`src/rtl/event_stretcher_pkg.sv`:
```
// Shared constants for the event stretcher: FSM state encoding and default widths.
package event_stretcher_pkg;

  // FSM state encoding (kept as plain constants so older tools and wrappers can reuse it)
  localparam logic [1:0] S_IDLE = 2'd0;
  localparam logic [1:0] S_HOLD = 2'd1;
  localparam logic [1:0] S_GAP  = 2'd2;

  // Default hold/gap timer width
  localparam int CNT_W_DEFAULT = 24;

  // Default pending-event counter width
  localparam int PEND_W_DEFAULT = 4;

endpackage

```
`src/rtl/event_stretcher_if.sv`:
```
// Event-in / pulse-out bundle of the event stretcher.
// The master side produces events and observes the stretched pulse and status.
interface event_stretcher_if
  import event_stretcher_pkg::*;
#(
  parameter int PEND_W = PEND_W_DEFAULT
);

  logic              ev_i;
  logic              o;
  logic              busy;
  logic [PEND_W-1:0] pending;
  logic              overflow;

  modport master (
    output ev_i,
    input  o,
    input  busy,
    input  pending,
    input  overflow
  );

  modport slave (
    input  ev_i,
    output o,
    output busy,
    output pending,
    output overflow
  );

endinterface

```
`src/rtl/event_stretcher_rise_detect.sv`:
```
// One-cycle rise detector. The previous-value register resets to 1 so that an
// input already high when reset releases is not reported as a rising edge.
module rise_detect (
  input  logic clk,
  input  logic rst,
  input  logic d,
  output logic rise
);

  logic prev_d;
  logic prev_q;

  // Previous input value for the next cycle's comparison
  always_comb begin
    prev_d = d;
  end

  // Register the previous input; reset to 1 to suppress a spurious edge
  always_ff @(posedge clk) begin
    if (rst) begin
      prev_q <= 1'b1;
    end else begin
      prev_q <= prev_d;
    end
  end

  assign rise = d & ~prev_q;

endmodule

```
`src/rtl/event_stretcher.sv`:
```
// Event stretcher: turns each rising edge of ev_i into a HOLD_CYCLES-long high
// pulse followed by at least GAP_CYCLES low. Edges arriving while a pulse is in
// progress are queued in a saturating counter and replayed back to back.
// All outputs are registered; ev_i reaches them only through flops.
module event_stretcher
  import event_stretcher_pkg::*;
#(
  parameter int CNT_W       = CNT_W_DEFAULT,
  parameter int HOLD_CYCLES = 1000000,
  parameter int GAP_CYCLES  = 1000000,
  parameter int PEND_W      = PEND_W_DEFAULT
) (
  input  logic              clk,
  input  logic              rst,
  event_stretcher_if.slave  bus
);

  // Terminal counts; the timer is cleared on every state entry so it never wraps
  localparam logic [CNT_W-1:0]  HOLD_LAST = CNT_W'(HOLD_CYCLES - 1);
  localparam logic [CNT_W-1:0]  GAP_LAST  = CNT_W'(GAP_CYCLES - 1);
  localparam logic [CNT_W-1:0]  TIMER_ONE = CNT_W'(1);
  localparam logic [PEND_W-1:0] PEND_MAX  = '1;
  localparam logic [PEND_W-1:0] PEND_ONE  = PEND_W'(1);

  logic              ev_rise;

  logic [1:0]        state_d,    state_q;
  logic [CNT_W-1:0]  timer_d,    timer_q;
  logic [PEND_W-1:0] pending_d,  pending_q;
  logic              o_d,        o_q;
  logic              busy_d,     busy_q;
  logic              overflow_d, overflow_q;

  logic              consumed;
  logic              inc;
  logic              dec;

  rise_detect u_rise (
    .clk  (clk),
    .rst  (rst),
    .d    (bus.ev_i),
    .rise (ev_rise)
  );

  // Next-state, timer and pending-queue logic
  always_comb begin
    state_d    = state_q;
    timer_d    = timer_q + TIMER_ONE;
    pending_d  = pending_q;
    overflow_d = 1'b0;
    consumed   = 1'b0;
    dec        = 1'b0;
    inc        = 1'b0;

    case (state_q)
      S_IDLE: begin
        // Queue is always empty here, so an edge starts a pulse directly
        timer_d = '0;
        if (ev_rise) begin
          state_d  = S_HOLD;
          consumed = 1'b1;
        end
      end
      S_HOLD: begin
        if (timer_q == HOLD_LAST) begin
          state_d = S_GAP;
          timer_d = '0;
        end
      end
      S_GAP: begin
        if (timer_q == GAP_LAST) begin
          timer_d = '0;
          if (pending_q != '0) begin
            // Replay from the queue; a simultaneous edge is queued instead
            state_d = S_HOLD;
            dec     = 1'b1;
          end else if (ev_rise) begin
            state_d  = S_HOLD;
            consumed = 1'b1;
          end else begin
            state_d = S_IDLE;
          end
        end
      end
      default: begin
        state_d = S_IDLE;
        timer_d = '0;
      end
    endcase

    inc = ev_rise & ~consumed;

    // inc and dec in the same cycle cancel out
    if (inc && !dec) begin
      if (pending_q == PEND_MAX) begin
        overflow_d = 1'b1;
      end else begin
        pending_d = pending_q + PEND_ONE;
      end
    end else if (dec && !inc) begin
      pending_d = pending_q - PEND_ONE;
    end

    o_d    = (state_d == S_HOLD);
    busy_d = (state_d != S_IDLE);
  end

  // State, timer, queue and registered outputs
  always_ff @(posedge clk) begin
    if (rst) begin
      state_q    <= S_IDLE;
      timer_q    <= '0;
      pending_q  <= '0;
      o_q        <= 1'b0;
      busy_q     <= 1'b0;
      overflow_q <= 1'b0;
    end else begin
      state_q    <= state_d;
      timer_q    <= timer_d;
      pending_q  <= pending_d;
      o_q        <= o_d;
      busy_q     <= busy_d;
      overflow_q <= overflow_d;
    end
  end

  assign bus.o        = o_q;
  assign bus.busy     = busy_q;
  assign bus.pending  = pending_q;
  assign bus.overflow = overflow_q;

endmodule
```
`src/flat_wrapper.sv`:
```
// flat-port wrapper written by rule: the top's interface ports become plain ports
module event_stretcher_flat import event_stretcher_pkg::*;
#(
  parameter int CNT_W       = CNT_W_DEFAULT,
  parameter int HOLD_CYCLES = 1000000,
  parameter int GAP_CYCLES  = 1000000,
  parameter int PEND_W      = PEND_W_DEFAULT
)
  (clk, rst, bus_ev_i, bus_o, bus_busy, bus_pending, bus_overflow);
  event_stretcher_if #(.PEND_W(PEND_W)) bus_i ();
  input  logic clk;
  input  logic rst;
  input wire logic [$bits(bus_i.ev_i)-1:0] bus_ev_i;
  output wire logic [$bits(bus_i.o)-1:0] bus_o;
  output wire logic [$bits(bus_i.busy)-1:0] bus_busy;
  output wire logic [$bits(bus_i.pending)-1:0] bus_pending;
  output wire logic [$bits(bus_i.overflow)-1:0] bus_overflow;
  assign bus_i.ev_i = bus_ev_i;
  assign bus_o = bus_i.o;
  assign bus_busy = bus_i.busy;
  assign bus_pending = bus_i.pending;
  assign bus_overflow = bus_i.overflow;
  event_stretcher #(.CNT_W(CNT_W), .HOLD_CYCLES(HOLD_CYCLES), .GAP_CYCLES(GAP_CYCLES), .PEND_W(PEND_W)) u_core (.clk(clk), .rst(rst), .bus(bus_i));
endmodule
```
`config.mk`:
```
export PLATFORM = sky130hd
export DESIGN_NAME = event_stretcher_flat
export DESIGN_NICKNAME = d
export VERILOG_FILES = /design/src/rtl/event_stretcher_pkg.sv /design/src/rtl/event_stretcher_if.sv /design/src/rtl/event_stretcher_rise_detect.sv /design/src/rtl/event_stretcher.sv /design/src/flat_wrapper.sv
export SDC_FILE = /design/constraint.sdc
export NUM_CORES = 1
export LEC_CHECK = 0
export BUFFER_PORTS_ARGS = -buffer_cell sky130_fd_sc_hd__buf_2
export CORE_ASPECT_RATIO = 1.25
export CORE_UTILIZATION = 28
export DETAILED_ROUTE_END_ITERATION = 10
export HOLD_SLACK_MARGIN = 0.15
export PLACE_DENSITY = 0.46
export SYNTH_ARGS = -nofsm -noshare
export SYNTH_HDL_FRONTEND = slang
export SYNTH_SLANG_ARGS = --single-unit
```
`constraint.sdc`:
```
create_clock -name clk -period 2.5 [get_ports clk]
set_clock_uncertainty 0.1 [all_clocks]
set_input_delay 0 -clock clk [delete_from_list [all_inputs] [get_ports clk]]
set_output_delay 0 -clock clk [all_outputs]
set_load 0.005 [all_outputs]
```
-- After elaboration in Yosys (flattened, before gate mapping)
Index checks and enable logic that the tools add are counted.
- bits in registers: 34
- input bits: 3
- output and inout port bits: 7
- logic and storage cells: 51
- multiplexer cells: 17
- reduce and logical (&&, ||, !) cells: 12
- bitwise operators: 6
- add/sub/neg operators: 3
- eq/ne operators: 6
- operators with widths (kind ; number):
    $add 24x1->24 const B ; 1
    $eq 24x20->1 const B ; 1
    $mux 4 ; 3
    $mux 1 ; 8
    $mux 2 ; 4
    $pmux 2 s3 ; 1
    $add 4x1->4 const B ; 1
    $eq 2x1->1 const B ; 2
    $eq 4x4->1 const B ; 1
    $not 1->1 ; 4
    $reduce_bool 2->1 ; 2
    $reduce_bool 4->1 ; 1
    $reduce_or 2->1 ; 2
    $sub 4x1->4 const B ; 1
    $reduce_or 3->1 ; 1
    $and 1x1->1 ; 2
    $eq 2x2->1 const B ; 1
    $logic_and 1x1->1 ; 2
    $logic_not 1->1 ; 2
    $logic_not 2->1 ; 1
    $ne 2x2->1 const B ; 1
    $pmux 1 s2 ; 1
    $reduce_and 2->1 ; 1

-- Logic depth before layout (Yosys ltp)
Gate-level depths: netlist of run 1.
- word-level depth: 12
- depth in mapped cells: 11
- gate-level depth less buffers: 11

-- By module
Synthesis of run 1 repeated with hierarchy kept, for this count alone.
- cell total of the unflattened synthesis: 189
- area, all modules: 1727.9 um2
- modules (own cells, without submodules) (module ; cells an instance ; times used ; sequential area each (um2) ; area each (um2)):
    event_stretcher ; 186 ; 1 ; 660.6 ; 1695.4
    rise_detect ; 3 ; 1 ; 20.0 ; 32.5

-- Worst setup path after synthesis of run 1
OpenSTA, ideal clock, no wires.
- path kind: flip-flop to flip-flop
- start point: register u_core.timer_q[0]
- end point: register u_core.pending_q[3], in the netlist u_core.bus.pending[3]
- period minus slack after synthesis: 2715 ps
- setup slack: -215 ps
- arrival time: 2494 ps
- path buffers: 0
- setup time: 121 ps
- data required time: 2279 ps
- stages on the path, launching flop included: 12
- cell sequence: dfxtp_1 > ha_1 > and4_1 > nand3_2 > nor4_4 > nand2b_1 > ha_1 > a21o_1 > a21oi_1 > nor2_1 > mux2i_1 > mux2_2
- cells in the longest elaborated chain, start to end: 9
- elaborated cells between the ends (all ways): 15
- classes of those cells: eq/ne: 2; mux: 5; bitwise: 2; reduce/logical: 6
- RTL lines (element ; line ; RTL):
    from (decl) ; event_stretcher.sv:28 ; logic [CNT_W-1:0] timer_d, timer_q;
    from (signal assigned) ; event_stretcher.sv:119 ; timer_q <= timer_d;
    $eq 24x20->1 (*) ; event_stretcher.sv:71 ; if (timer_q == GAP_LAST) begin
    $mux 1 ; event_stretcher.sv:71 ;
    $pmux 1 s2 ; event_stretcher.sv:55 ; case (state_q)
    $not 1->1 ; event_stretcher.sv:91 ; inc = ev_rise & ~consumed;
    $and 1x1->1 ; event_stretcher.sv:91 ;
    $logic_not 1->1 ; event_stretcher.sv:100 ; end else if (dec && !inc) begin
    $logic_and 1x1->1 ; event_stretcher.sv:100 ;
    $reduce_bool 2->1 (no source line) ; - ;
    $reduce_and 2->1 (no source line) ; - ;
    to (signal assigned) ; event_stretcher.sv:120 ; pending_q <= pending_d;
    to (decl) ; event_stretcher.sv:29 ; logic [PEND_W-1:0] pending_d, pending_q;
Every way passes the cells marked *; elsewhere a longest branch is shown, timed or not.
A chain may end at the register's enable or synchronous reset.

-- Worst setup path after layout of run 1
- start point: register u_core.timer_q[1]
- end point: register u_core.pending_q[3], in the netlist u_core.bus.pending[3]
The elaborated chain is that of the path after synthesis.

==> impl_metrics.csv, run 1 <==
group,metric,value,unit
setup_path,arrival,2.57,ns
sta,min_period_over_period,99.9,%
finish,area_delta_synth_final,31.5,%
synthesis,yosys-top-cells-count,"nor2_1 (35), dfxtp_1 (34), xor2_1 (13)",
synthesis,synth-simple-area-share,32.2,%
finish,fin_area,2330,um^2
synthesis,syn_avg_cell_area,8.81,um^2
synthesis,synth_adder_area_share,6.08,%
sta,fmax,0.401,GHz
routing,dr.pass1.iters,6,
finish,diodes,0,
clock_tree,numCtsBuffers,5,
setup_path,path_class,"flop to flop",
finish,num-nets-final,255,
power_and_ir_drop,p_leak,0.885,nW
clock_tree,clkTransAtPathRegs,0.07,ns
place,dp_cells,316,
routing,vias,1484,
routing,detail_route.wl_per_cell,11.0,um
global_routing,grt_start_max_net_pins,27,
sta,finalHoldViolCount,0,
outcome,status,"complete, no violations",
place,port_buffers,9,
routing,via_per_inst,4.50,
synthesis,syn_inst,201,
routing,drt_iter0_drc,48,
sta,slew-limit-headroom,60.5,%
routing,wl,3640,um
clock_tree,clock_path_buffers,2,
sta,fin_crit,2.50,ns
floorplan,dieWidth,73.1,um
synthesis,ys.flop_type,"dfxtp_1",
run,max_cap_viol_count,0,
power_and_ir_drop,power_density,472,nW/um^2
synthesis,synth_most_common_cell,"nor2_1",
clock_tree,cts.sinks,34,
floorplan,rows,32,
global_routing,grtUsageTotal,12.4,%
clock_tree,htree_levels,2,
synthesis,synthesis.nets,212,
finish,stdcell_count,330,
synthesis,yosysWarnings,0,
synthesis,synth_mux_area_share,5.37,%
global_routing,grt_remaining_overflow,0,
synthesis,yosys_register_bits,34,
floorplan,pin_count,10,
synthesis,synth-compound-area-share,4.88,%
place,place_congestion,0.749,
synthesis,synth_top_family_by_area,"simple AND/OR/NAND/NOR gates",
floorplan,die-height,90.9,um
clock_tree,clock_latency,0.29,ns
setup_path,crit_fanout,3,
routing,ant_nets,0,
floorplan,initial_core_util,28.9,%
setup_path,setup.worst_path.start_class,"flop",
synthesis,synth_cell_types,37,
min_path,hp-class,"flop to flop",
synthesis,yosys.area.top_type,"dfxtp_1",
synthesis,yosysTopAreaCellShare,38.4,%
synthesis,synthXorXnorAreaFrac,10.4,%
finish,drive_above_1_share,27.3,%
clock_tree,root_buffer,"clkbuf_8",
global_routing,antenna_found_initial,0,
sta,rsz0062_at_grt,"true",
sta,slew_viol_final,0,
synthesis,synth-async-reset-ratio,0,%
setup_path,required,2.57,ns
sta,setup_viol,0,
place,dp_hpwl,2740,um
clock_tree,cts_tree,"built",
sta,worstMarginPinSlew,0.588,ns
global_routing,grt_pass1_vias,1480,
synthesis,synth-edff-count,0,
place,postPlaceCellArea,2150,um^2
setup_path,worstSetupEndpointType,"flop",
floorplan,core,6130,um^2
synthesis,synthTopCellsByArea,"dfxtp_1 (38%), nor2_1 (7.4%), xor2_1 (6.4%)",
floorplan,die_area,6650,um^2
setup_path,regToRegSetupSlack,0.003,ns
power_and_ir_drop,vdd_ir_drop_max,0.000187,V
routing,post-route-drc-count,0,
synthesis,synth.yosys.seq_area_share,38.4,%
finish,fillers,646,
synthesis,synth_area,1770,um^2
global_routing,grt_pass1_wl,6330,um
## worst paths after layout
kind / from / cells past startpoint / endpoint
max: u_core.timer_q[1]$_SDFF_PP0_ / 11 / u_core.bus.pending[3]$_SDFFE_PP0P_
min: u_core.bus.pending[3]$_SDFFE_PP0P_ / 2 / u_core.bus.overflow$_SDFF_PP0_
max reg2reg: u_core.timer_q[1]$_SDFF_PP0_ / 11 / u_core.bus.pending[3]$_SDFFE_PP0P_
min reg2reg: u_core.bus.pending[3]$_SDFFE_PP0P_ / 2 / u_core.bus.overflow$_SDFF_PP0_
## metrics by stage
stage	utilization [%]	setup slack (ns)	power, W	setup TNS, ns	hold WS (ns)
global route	38.0	-0.116	0.00116	-0.116	0.441
detailed placement	35.2	-0.00404	0.000611	-0.00404	0.130
global placement	35.2	0.0334	0.000611	0	0.129
CTS	38.0	0.0173	0.00112	0	0.424
floorplan	-	-0.0686	0.000594	-0.0686	0.00658
finish	38.0	0.00344	0.00110	0	0.420
## flip-flops by register name, indices dropped and copies added, names as in the netlist
name,count
u_core.timer_q,24
u_core.bus.pending,4
u_core.state_q,2
u_core.bus.busy,1
u_core.bus.o,1
u_core.bus.overflow,1
u_core.u_rise.prev_q,1
## area by class of cell
class	count	area, um^2	area share, %
flip-flops and latches	34	684	29.4
clock buffers	7	76.3	3.28
clock inverters	1	30.0	1.29
multi-input cells	155	1100	47.4
inverters	8	30.0	1.29
repair buffers	40	298	12.8
well taps	85	106	4.57
## routing by layer
| layer | routed length (um) | share of wire, % | up-vias | GRT usage (%) |
|---|---|---|---|---|
| met4 | 74 | 2.0 | 0 | 4.90 |
| li1 | - | - | 770 | - |
| met3 | 120 | 3.3 | 7 | 3.91 |
| met5 | 0 | 0 | - | 0 |
| met1 | 1540 | 42 | 687 | 12.4 |
| met2 | 1900 | 52 | 20 | 23.1 |
## logic make-up (layout without fill, tap and decap cells)
kind of cell	after synthesis	in the layout
DFF	34	34
muxes	9	9
xor gates and xnor gates	21	21
buffers and inverters	12	56
AOI/OAI and AO/OA	13	13
and+or+nand+nor	104	104
adders and majority gates	8	8
## worst max-delay path, cell delays in order, from the launching register on
cell and delay (ns):
dfxtp_2 0.35, ha_4 0.13, and4_4 0.22, nand3_4 0.09, nor4_4 0.30, nand2b_4 0.19, ha_4 0.19, a21o_1 0.16
a21oi_2 0.14, nor2_1 0.05, mux2i_1 0.13, mux2_2 0.34
## layout by cell type, fill, tap and decap left out, types with 8 or more instances in the layout
cell type / instances
buf_2: 9
buf_4: 27
dfxtp_1: 31
inv_1: 8
nand2_1: 12
nand3_1: 8
nor2_1: 35
nor3_1: 10
xnor2_1: 8
xor2_1: 13
## what timing repair did
item / 4_1_cts / 5_1_grt
hold buffers: 3 / 0
hold endpoints to repair: 10 / 0
gates cloned: 0 / 0
gates resized for setup: 3 / 0
pin swaps: 4 / 4
endpoints found under the setup margin: 1 / 1
setup buffers: 3 / 0
## power breakdown
part / leakage, nW / internal (W) / switching, W
sequential: 0.276 / 0.000546 / 0.00000315
clock: 0.0524 / 0.000298 / 0.000199
combinational: 0.557 / 0.0000262 / 0.0000258
Note: power is estimated with default switching activity, not from simulation.
==> run 2: changes to the inputs <==
PLACE_DENSITY = 0.45   (was 0.46)
clock period = 2.8 ns   (was 2.5 ns; I/O delays follow)
==> impl_metrics.csv, run 2 (synthesis gave the netlist of run 1 again) <==
group,metric,value,unit
finish,drive_above_1_share,19.8,%
finish,largest_reg_flops,24,
setup_path,reg2reg_depth,11,
setup_path,slowest_stage,"dfxtp_1",
place,dp_hpwl,2650,um
sta,slew-limit-headroom,64.9,%
floorplan,initial_core_util,28.9,%
place,place_congestion,0.683,
clock_tree,numCtsBuffers,5,
global_routing,grt_start_max_net_pins,17,
run,max_cap_viol_count,0,
sta,fmax,0.382,GHz
clock_tree,cts_tree,"built",
place,pre_cts_ws,0.109,ns
floorplan,die-height,90.9,um
routing,vias,1389,
setup_path,regToRegSetupSlack,0.18,ns
floorplan,rows,32,
min_path,hold_depth,1,
routing,wl,3560,um
sta,fin_crit,2.62,ns
sta,setup_slack,0.182,ns
routing,ant_nets,0,
global_routing,grtUsageTotal,12.0,%
min_path,min_to,"u_core.timer_q[0]$_SDFF_PP0_",
floorplan,dieWidth,73.1,um
sta,rsz0062_at_grt,"false",
min_path,worstHoldStart,"u_core.timer_q[0]$_SDFF_PP0_",
min_path,hp-class,"flop to flop",
global_routing,grt_pass1_wl,6140,um
finish,area_delta_synth_final,20.1,%
setup_path,setup.worst_path.start_class,"flop",
sta,tns,0,ns
floorplan,core,6130,um^2
clock_tree,clock_path_buffers,2,
setup_path,crit_fanout,3,
routing,drt_iter0_drc,58,
clock_tree,clock_latency,0.29,ns
routing,dr.pass1.iters,4,
outcome,status,"complete, no violations",
finish,stdcell_count,312,
clock_tree,htree_levels,2,
power_and_ir_drop,power_density,429,nW/um^2
setup_path,slowest_delay,0.36,ns
setup_path,path_class,"flop to flop",
global_routing,antenna_found_initial,0,
finish,final_common_cell,"nor2_1",
setup_path,worstSetupEndpointType,"flop",
power_and_ir_drop,vdd_ir_drop_max,0.000173,V
routing,via_per_inst,4.45,
finish,diodes,0,
clock_tree,cts.sinks,34,
setup_path,crit_chain,"ha_2 -> and4_4 -> nand3_2 -> nor4_4 -> nand2b_4 -> ha_1 -> a21o_1 -> a21oi_2 -> nor2_1 -> mux2i_1 -> mux2_2",
sta,finalHoldViolCount,0,
sta,setup_viol,0,
finish,layout_common_cells,"nor2_1 (35), dfxtp_1 (34), xor2_1 (13), nand2_1 (12)",
clock_tree,clkTransAtPathRegs,0.07,ns
floorplan,die_area,6650,um^2
clock_tree,root_buffer,"clkbuf_8",
global_routing,grt_pass1_vias,1388,
global_routing,grt_remaining_overflow,0,
setup_path,timing.rr.start,"u_core.timer_q[0]$_SDFF_PP0_",
setup_path,r2r_end,"u_core.bus.pending[3]$_SDFFE_PP0P_",
routing,post-route-drc-count,0,
sta,min_period_over_period,93.5,%
clock_tree,cts_setup_buffers,0,
floorplan,pin_count,10,
setup_path,arrival,2.70,ns
power_and_ir_drop,p_leak,0.768,nW
routing,detail_route.wl_per_cell,11.4,um
place,port_buffers,9,
sta,slew_viol_final,0,
setup_path,required,2.88,ns
sta,worstMarginPinSlew,0.523,ns
finish,num-nets-final,237,
place,dp_cells,301,
finish,fin_util,34.7,%
finish,regMostFlops,"u_core.timer_q",
finish,fillers,649,
[run 2: cell count changes in the layout (fill, tap and decap cells not counted), moves of 2 or more]
cell,before,now
buf_4,27,10
dfxtp_1,31,34
dfxtp_2,3,0
ha_4,2,0
[run 2: layer usage]
| layer | track usage, % | vias to the layer above | part of all wire (%) |
|---|---|---|---|
| li1 | - | 732 | - |
| met4 | 4.90 | 0 | 1.1 |
| met1 | 14.0 | 638 | 47 |
| met2 | 20.1 | 15 | 49 |
| met5 | 0 | - | 0 |
| met3 | 3.68 | 4 | 2.9 |
[run 2: per-stage QoR]
stage	hold slack (ns)	instance area [um^2]	total power [W]
after global routing	0.375	2130	0.000955
after floorplan	0.00658	1770	0.000529
after CTS	0.353	2110	0.000925
final	0.358	2130	0.000911
after detailed placement	0.132	1990	0.000542
after global placement	0.131	1990	0.000543
[run 2: worst max-delay path: cells and delay by family, from the launching register on]
family	cells	cell delay, ns
compound gates	2	0.34
fa+ha+maj	2	0.43
flops	1	0.36
mux	2	0.47
simple gates	5	0.82
[run 2: worst max path at each step]
stage | startpoint | end | slack [ns] | depth (start not counted)
after floorplan | u_core.timer_q[0]$_SDFF_PP0_ | u_core.bus.pending[3]$_SDFFE_PP0P_ | 0.09 | 11
after global placement | u_core.timer_q[0]$_SDFF_PP0_ | u_core.bus.pending[3]$_SDFFE_PP0P_ | 0.17 | 11
after detailed placement | u_core.timer_q[0]$_SDFF_PP0_ | u_core.bus.pending[3]$_SDFFE_PP0P_ | 0.11 | 11
after CTS | u_core.timer_q[0]$_SDFF_PP0_ | u_core.bus.pending[3]$_SDFFE_PP0P_ | 0.09 | 11
after global routing | u_core.timer_q[0]$_SDFF_PP0_ | u_core.bus.pending[3]$_SDFFE_PP0P_ | 0.03 | 11
final | u_core.timer_q[0]$_SDFF_PP0_ | u_core.bus.pending[3]$_SDFFE_PP0P_ | 0.18 | 11
[run 2: timing repair]
action / CTS / global route
hold buffers: 3 / 0
resized for setup: 0 / 4
endpoints found under the hold margin: 10 / 0
setup endpoints to repair: 0 / 1
[run 2: final cells by class]
| type | count | area, um^2 | area share, % |
|---|---|---|---|
| Tap cell | 85 | 106 | 5.00 |
| Inverter | 8 | 30.0 | 1.41 |
| Multi-Input combinational cell | 155 | 1070 | 50.2 |
| Clock buffer | 7 | 86.3 | 4.06 |
| Clock inverter | 1 | 5.00 | 0.235 |
| Timing Repair Buffer | 22 | 150 | 7.06 |
| Sequential cell | 34 | 681 | 32.0 |
[run 2: where the power goes]
part / total [W] / switching, W / internal, W
logic: 0.0000440 / 0.0000227 / 0.0000212
clock network: 0.000377 / 0.000178 / 0.000198
registers: 0.000491 / 0.00000295 / 0.000488
